==> src/rtl/fetch_queue_unit.sv <==
// Instruction-fetch front end: owns the fetch PC, issues imem reads and buffers
// returned words with their PCs in a DEPTH-entry FIFO for decode.
module fetch_queue_unit #(
  parameter int                WORD_W  = 32,
  parameter logic [WORD_W-1:0] PC_INIT = '0,
  parameter int                DEPTH   = 4
) (
  input  logic                       CLK,
  input  logic                       nRST,
  input  logic                       ihit,
  input  logic [WORD_W-1:0]          imemload,
  output logic                       imemREN,
  output logic [WORD_W-1:0]          imemaddr,
  input  logic                       redirect,
  input  logic [WORD_W-1:0]          redirect_pc,
  input  logic                       halt,
  input  logic                       deq,
  output logic                       valid,
  output logic [WORD_W-1:0]          instr,
  output logic [WORD_W-1:0]          instr_pc,
  output logic [$clog2(DEPTH+1)-1:0] count,
  output logic                       halted
);

  localparam int PTR_W  = (DEPTH > 1) ? $clog2(DEPTH) : 1;
  localparam int CNT_W  = $clog2(DEPTH + 1);
  // A malformed DEPTH leaves the unit permanently idle rather than fetching
  // into a queue whose pointers cannot wrap correctly.
  localparam bit CFG_OK = (DEPTH >= 2) && ((DEPTH & (DEPTH - 1)) == 0);

  logic [WORD_W-1:0] fetch_pc;
  logic [PTR_W-1:0]  rd_ptr;
  logic [PTR_W-1:0]  wr_ptr;
  logic [WORD_W-1:0] mem_instr [DEPTH];
  logic [WORD_W-1:0] mem_pc    [DEPTH];
  logic              push;
  logic              pop;

  assign imemREN  = CFG_OK && !halted && !redirect && (count < CNT_W'(DEPTH));
  assign imemaddr = fetch_pc;
  assign push     = imemREN && ihit;
  assign pop      = deq && valid && !redirect;

  assign valid    = (count != '0);
  assign instr    = valid ? mem_instr[rd_ptr] : '0;
  assign instr_pc = valid ? mem_pc[rd_ptr]    : '0;

  // NOTE: sequential state uses non-blocking assignments so every register
  // samples the pre-edge values of its neighbours.
  always_ff @(posedge CLK or negedge nRST) begin
    if (!nRST) begin
      fetch_pc <= PC_INIT;
      rd_ptr   <= '0;
      wr_ptr   <= '0;
      count    <= '0;
      halted   <= 1'b0;
    end else begin
      halted <= halted | halt;
      if (redirect) begin
        rd_ptr   <= '0;
        wr_ptr   <= '0;
        count    <= '0;
        fetch_pc <= {redirect_pc[WORD_W-1:2], 2'b00};
      end else begin
        if (push) begin
          wr_ptr   <= wr_ptr + PTR_W'(1);
          fetch_pc <= fetch_pc + WORD_W'(4);
        end
        if (pop) rd_ptr <= rd_ptr + PTR_W'(1);
        count <= count + CNT_W'(push) - CNT_W'(pop);
      end
    end
  end

  // NOTE: the storage array has no reset; count gates valid/instr, so stale
  // entries are never visible and the array can map onto plain flops or RAM.
  always_ff @(posedge CLK) begin
    if (push) begin
      mem_instr[wr_ptr] <= imemload;
      mem_pc[wr_ptr]    <= fetch_pc;
    end
  end

endmodule

==> config.mk <==
export PLATFORM = sky130hd
export DESIGN_NAME = fetch_queue_unit
export DESIGN_NICKNAME = d
export VERILOG_FILES = /design/src/rtl/fetch_queue_unit.sv
export SDC_FILE = /design/constraint.sdc
export NUM_CORES = 1
export LEC_CHECK = 0
export ABC_AREA = 0
export BUFFER_PORTS_ARGS = -buffer_cell sky130_fd_sc_hd__buf_2
export CORE_UTILIZATION = 55
export CTS_CLUSTER_SIZE = 30
export DETAILED_ROUTE_END_ITERATION = 10
export PLACE_DENSITY = 0.84
export SYNTH_ARGS = -nofsm -noshare
export SYNTH_HDL_FRONTEND = slang
export SYNTH_SLANG_ARGS = --single-unit
==> constraint.sdc <==
create_clock -name CLK -period 6.9 [get_ports CLK]
set_clock_uncertainty 0.15 [all_clocks]
set_input_delay 1.38 -clock CLK [delete_from_list [all_inputs] [get_ports CLK]]
set_output_delay 1.38 -clock CLK [all_outputs]
set_load 0.02 [all_outputs]
After elaboration in Yosys (flattened, before gate mapping)
Memory sizes are Yosys's and may differ from the RTL's.
Index checks and enable logic that the tools add are counted.

cells by class
  $add $sub $neg = 5
  multiply operators = 0
  div/mod/pow operators = 0
  order comparisons = 1
  eq/ne operators = 0
  shifts and indexed selects = 0
  mux-type cells = 11
  bitwise gates (word level) = 1
  reductions and logical operators = 10

operators with widths
  kind                                                              count
  32-bit two-way mux                                                4
  32-bit by 3-bit adder with 32-bit output (second input constant)  1
  2-bit two-way mux                                                 4
  1-bit logical AND                                                 5
  2-bit by 1-bit adder with 2-bit output (second input constant)    2
  2-bit nonzero test                                                2
  3-bit by 1-bit adder with 3-bit output                            1
  3-bit less-than comparator (second input constant)                1
  3-bit two-way mux                                                 1
  3-bit nonzero test                                                1
  3-bit by 1-bit subtractor with 3-bit output                       1
  1-bit logical NOT                                                 2
  1-bit two-way mux                                                 2
  1-bit OR                                                          1

storage, ports and cells
  register bits after elaboration = 40
  bits in latches = 0
  memory bits (writable) = 256
  ROM bits = 0
  output and inout port bits = 102
  logic and storage cells = 35
  memories = 2

memories
  name       words  width  read ports  clocked after Yosys merged registers in  wr ports  line  text
  mem_instr  4      32     1           0                                        1         34    logic [WORD_W-1:0] mem_instr [DEPTH];
  mem_pc     4      32     1           0                                        1         35    logic [WORD_W-1:0] mem_pc [DEPTH];

Longest topological paths before layout
  depth in word-level cells = 7
  mapped depth = 12

Worst setup path before layout
Ideal clock, no wire load.

  path kind = input port to flip-flop
  start = input port ihit
  end = memory mem_instr[0][0], enable pin
  setup time = 0.427 ns
  arrival = 3.605 ns
  path slack = 2.718 ns
  cell stages on the path = 3
  cell sequence = nor3b_2 -> clkbuf_1 -> and3_1

between the ends
  cells in the longest elaborated chain, start to end = 3

RTL lines
  what                                     line  text
  start: declaration                       10    input logic ihit,
  1-bit logical AND                        41    assign push = imemREN && ihit;
  1-bit two-way mux                        78    if (push) begin
  1-bit two-way mux (implied by the code)  79    mem_instr[wr_ptr] <= imemload;
  end: declaration                         34

Every way passes these cells.

Worst setup path in the final report
  start = register rd_ptr[0]
  end = output port instr[27]

between the ends
  cells in the longest elaborated chain, start to end = 2

RTL lines
  what                      line  text
  start: declaration        32    logic [PTR_W-1:0] rd_ptr;
  start signal: assignment  69    if (pop) rd_ptr <= rd_ptr + PTR_W'(1);
  memory 4 x 32 bit         -
  32-bit two-way mux        45    assign instr = valid ? mem_instr[rd_ptr] : '0;
  end: declaration          19    output logic [WORD_W-1:0] instr,

Every way passes these cells.

==> results.json <==
{
  "ys_ff_latch": 286,
  "seq_area_frac_synth_pct": 72.4,
  "cp_max_fo": 39,
  "power_frac_clock_pct": 35.0,
  "total_power_mw": 4.31,
  "n_antenna_cell": 0,
  "design.core.area_um2": 20400,
  "syn-instance-count": 648,
  "cts.path.max_buffers": 3,
  "p_int_mw": 3.15,
  "routed-via-count": 6351,
  "areaGrowthSynthToFinish_pct": 17.1,
  "yosys_warnings": 0,
  "grt-ovfl-total": 0,
  "async_flop_share_pct": 13.3,
  "power.switching_mw": 1.16,
  "synthTopCellsByArea": "edfxtp_1, mux4_2, dfrtp_1, and2_1, nand2_1",
  "cp-start-kind": "register",
  "synth_cell_type_count": 42,
  "cts-root-buf": "clkbuf_16",
  "drive_gt1_share_pct": 33.7,
  "crit_path_end_kind": "primary output",
  "syn_area_um2": 11600,
  "arrival_ps": 3020,
  "slew_headroom_pct": 33.1,
  "min_period_ps": 4550,
  "r2r_cells": 11,
  "avgSynthCellArea_um2": 17.9,
  "gp_congestion": 0.825,
  "synth_commonest_cells": "edfxtp_1, and2_1, mux4_2",
  "nNetsFinal": 890,
  "cts_resized": 0,
  "crit_required_ps": 5370,
  "min_from": "wr_ptr[1]$_DFFE_PN0N_",
  "post_drt_wl_per_cell_um": 20.8,
  "ctsHoldBuffers": 0,
  "worst_pin_slew_ps": 1000,
  "tns_ps": 0,
  "hold_depth": 2,
  "synth_top_area_share_pct": 64.2,
  "grt_pass1_vias": 6452,
  "yosysTopAreaCell": "edfxtp_1",
  "hold_viol": 0,
  "dp_hpwl_um": 13100,
  "die_h_um": 147,
  "synth_edf_count": 248,
  "synth_flop_cell": "edfxtp_1",
  "initial_utilization_pct": 56.8,
  "antenna_found_initial": 0,
  "drc": 0,
  "vias_per_cell": 5.76,
  "path_clk_slew_ps": 60,
  "grt_pass1_wl_um": 35100,
  "postRouteAntennaNets": 0,
  "drt-initial-drc-count": 373,
  "drv_cap": 0,
  "grt_max_degree": 66,
  "rsz0062_at_grt": "no",
  "cts_setup_buffers": 0,
  "r2r-start": "count[2]$_DFF_PN0_",
  "insertion_delay_ps": 530,
  "rows": 52,
  "die_w_um": 147,
  "wl_um": 22900,
  "grt_use_total_pct": 21.4,
  "numCtsBuffers": 29,
  "rrSetupSlack_ps": 3870,
  "io_pins": 172,
  "h-tree-depth": 1,
  "cts_sinks": 286,
  "ir_drop_v": 0.000251,
  "combinationalPowerShare_pct": 18.4,
  "port_buffers": 165,
  "cts_tree": "done",
  "worstReg2RegEnd": "count[2]$_DFF_PN0_",
  "crit_type": "reg -> out",
  "power_density_nw_per_um2": 317,
  "outcome": "complete, no violations",
  "finalMaxSlewViolations": 0,
  "timing.fmax_ghz": 0.220,
  "whs_endpoint": "wr_ptr[1]$_DFFE_PN0N_",
  "sequentialPowerShare_pct": 46.7,
  "leakage_nw": 4.77,
  "die_area_um2": 21700,
  "drtPass1Iterations": 5,
  "setup_violations": 0,
  "post-route-period-util_pct": 65.9,
  "synth_most_common_cell": "edfxtp_1",
  "min_path_type": "reg -> reg",
  "switching_share_pct": 26.9
}
critical path, stage by stage, from the launching register on:
cell     delay (ps)
dfrtp_4         970
buf_4           580
mux4_2          580
and2_1          170
buf_2           150
logic make-up (layout without fill, tap and decap cells):
| family | count (synthesis) | after routing | synth area share (%) |
|---|---|---|---|
| xor+xnor | 15 | 15 | 1.13 |
| flops | 286 | 286 | 72.4 |
| mux | 63 | 63 | 12.1 |
| buf+inv | 46 | 228 | 1.75 |
| compound gates | 45 | 45 | 2.46 |
| other cells | 1 | 4 | 0.0323 |
| fa+ha+maj | 8 | 8 | 0.928 |
| simple gates | 184 | 184 | 9.17 |
cell type report:
cell class | count | area (um2)
sequential | 286 | 8410
fill | 1380 | 6850
multi-input combinational | 319 | 3030
timing repair buffer | 168 | 848
clock buffer | 44 | 832
tap | 270 | 338
clock inverter | 8 | 95.1
inverter | 8 | 30.0
through the flow:
step	utilization [%]	instances	worst slack, ps	instance area, um2	hold slack, ps
3_3_place_gp	61.9	1051	2670	12700	409
5_1_grt	66.5	1103	2110	13600	450
6_report	66.5	1103	2350	13600	427
3_5_place_dp	61.9	1051	2650	12700	416
2_1_floorplan	-	651	2720	11600	393
4_1_cts	66.5	1103	2240	13600	424
flip-flops by register name, indices dropped and copies added (netlist names):
signal     flops
halted         1
rd_ptr         2
mem_pc       120
count          3
wr_ptr         2
imemaddr      30
mem_instr    128
worst max path at each step:
stage,from,cells after the start,end
floorplan,ihit,3,mem_instr[0][0]$_DFFE_PP_
global placement,redirect,3,mem_instr[1][23]$_DFFE_PP_
detailed placement,redirect,3,mem_instr[0][4]$_DFFE_PP_
CTS,rd_ptr[0]$_DFFE_PN0P_,4,instr[27]
global route,rd_ptr[0]$_DFFE_PN0P_,4,instr[30]
finish,rd_ptr[0]$_DFFE_PN0P_,4,instr[27]
power groups by stage:
| stage | Sequential, mW | Combinational (mW) | Clock, mW |
|---|---|---|---|
| floorplan | 2.00 | 0.562 | 0 |
| global placement | 2.05 | 0.788 | 0 |
| detailed placement | 2.05 | 0.802 | 0 |
| CTS | 2.02 | 0.804 | 1.53 |
| global route | 2.03 | 0.848 | 1.59 |
| finish | 2.01 | 0.792 | 1.51 |
metal layers:
metal | vias up | part of all wire (%) | GRT usage (%)
li1 | 2887 | - | -
met4 | 0 | 2.1 | 6.70
met2 | 236 | 49 | 35.5
met1 | 3191 | 42 | 29.3
met5 | - | 0 | 0
met3 | 37 | 6.7 | 3.73
layout by cell type, fill, tap and decap left out, types with 3 or more instances in the layout:
cell         n
conb_1       4
or4_1       14
nand3_1     14
buf_4        3
clkinv_1     4
mux4_2      62
and2_1      63
xor2_1       7
nand4_1      9
dfrtp_1     36
and3_4       4
clkbuf_1    10
clkbuf_8     5
nand2_1     29
inv_1        7
and3_1       3
buf_2      165
clkbuf_16   29
o21ai_0     15
o211ai_1     4
nor4_1       3
edfxtp_1   248
nor3_1       3
a31oi_1     13
and4_1       3
or3_1        4
ha_1         7
nor2_1      23
o31ai_1      9
xnor2_1      8
(Power assumes the default switching activity.)
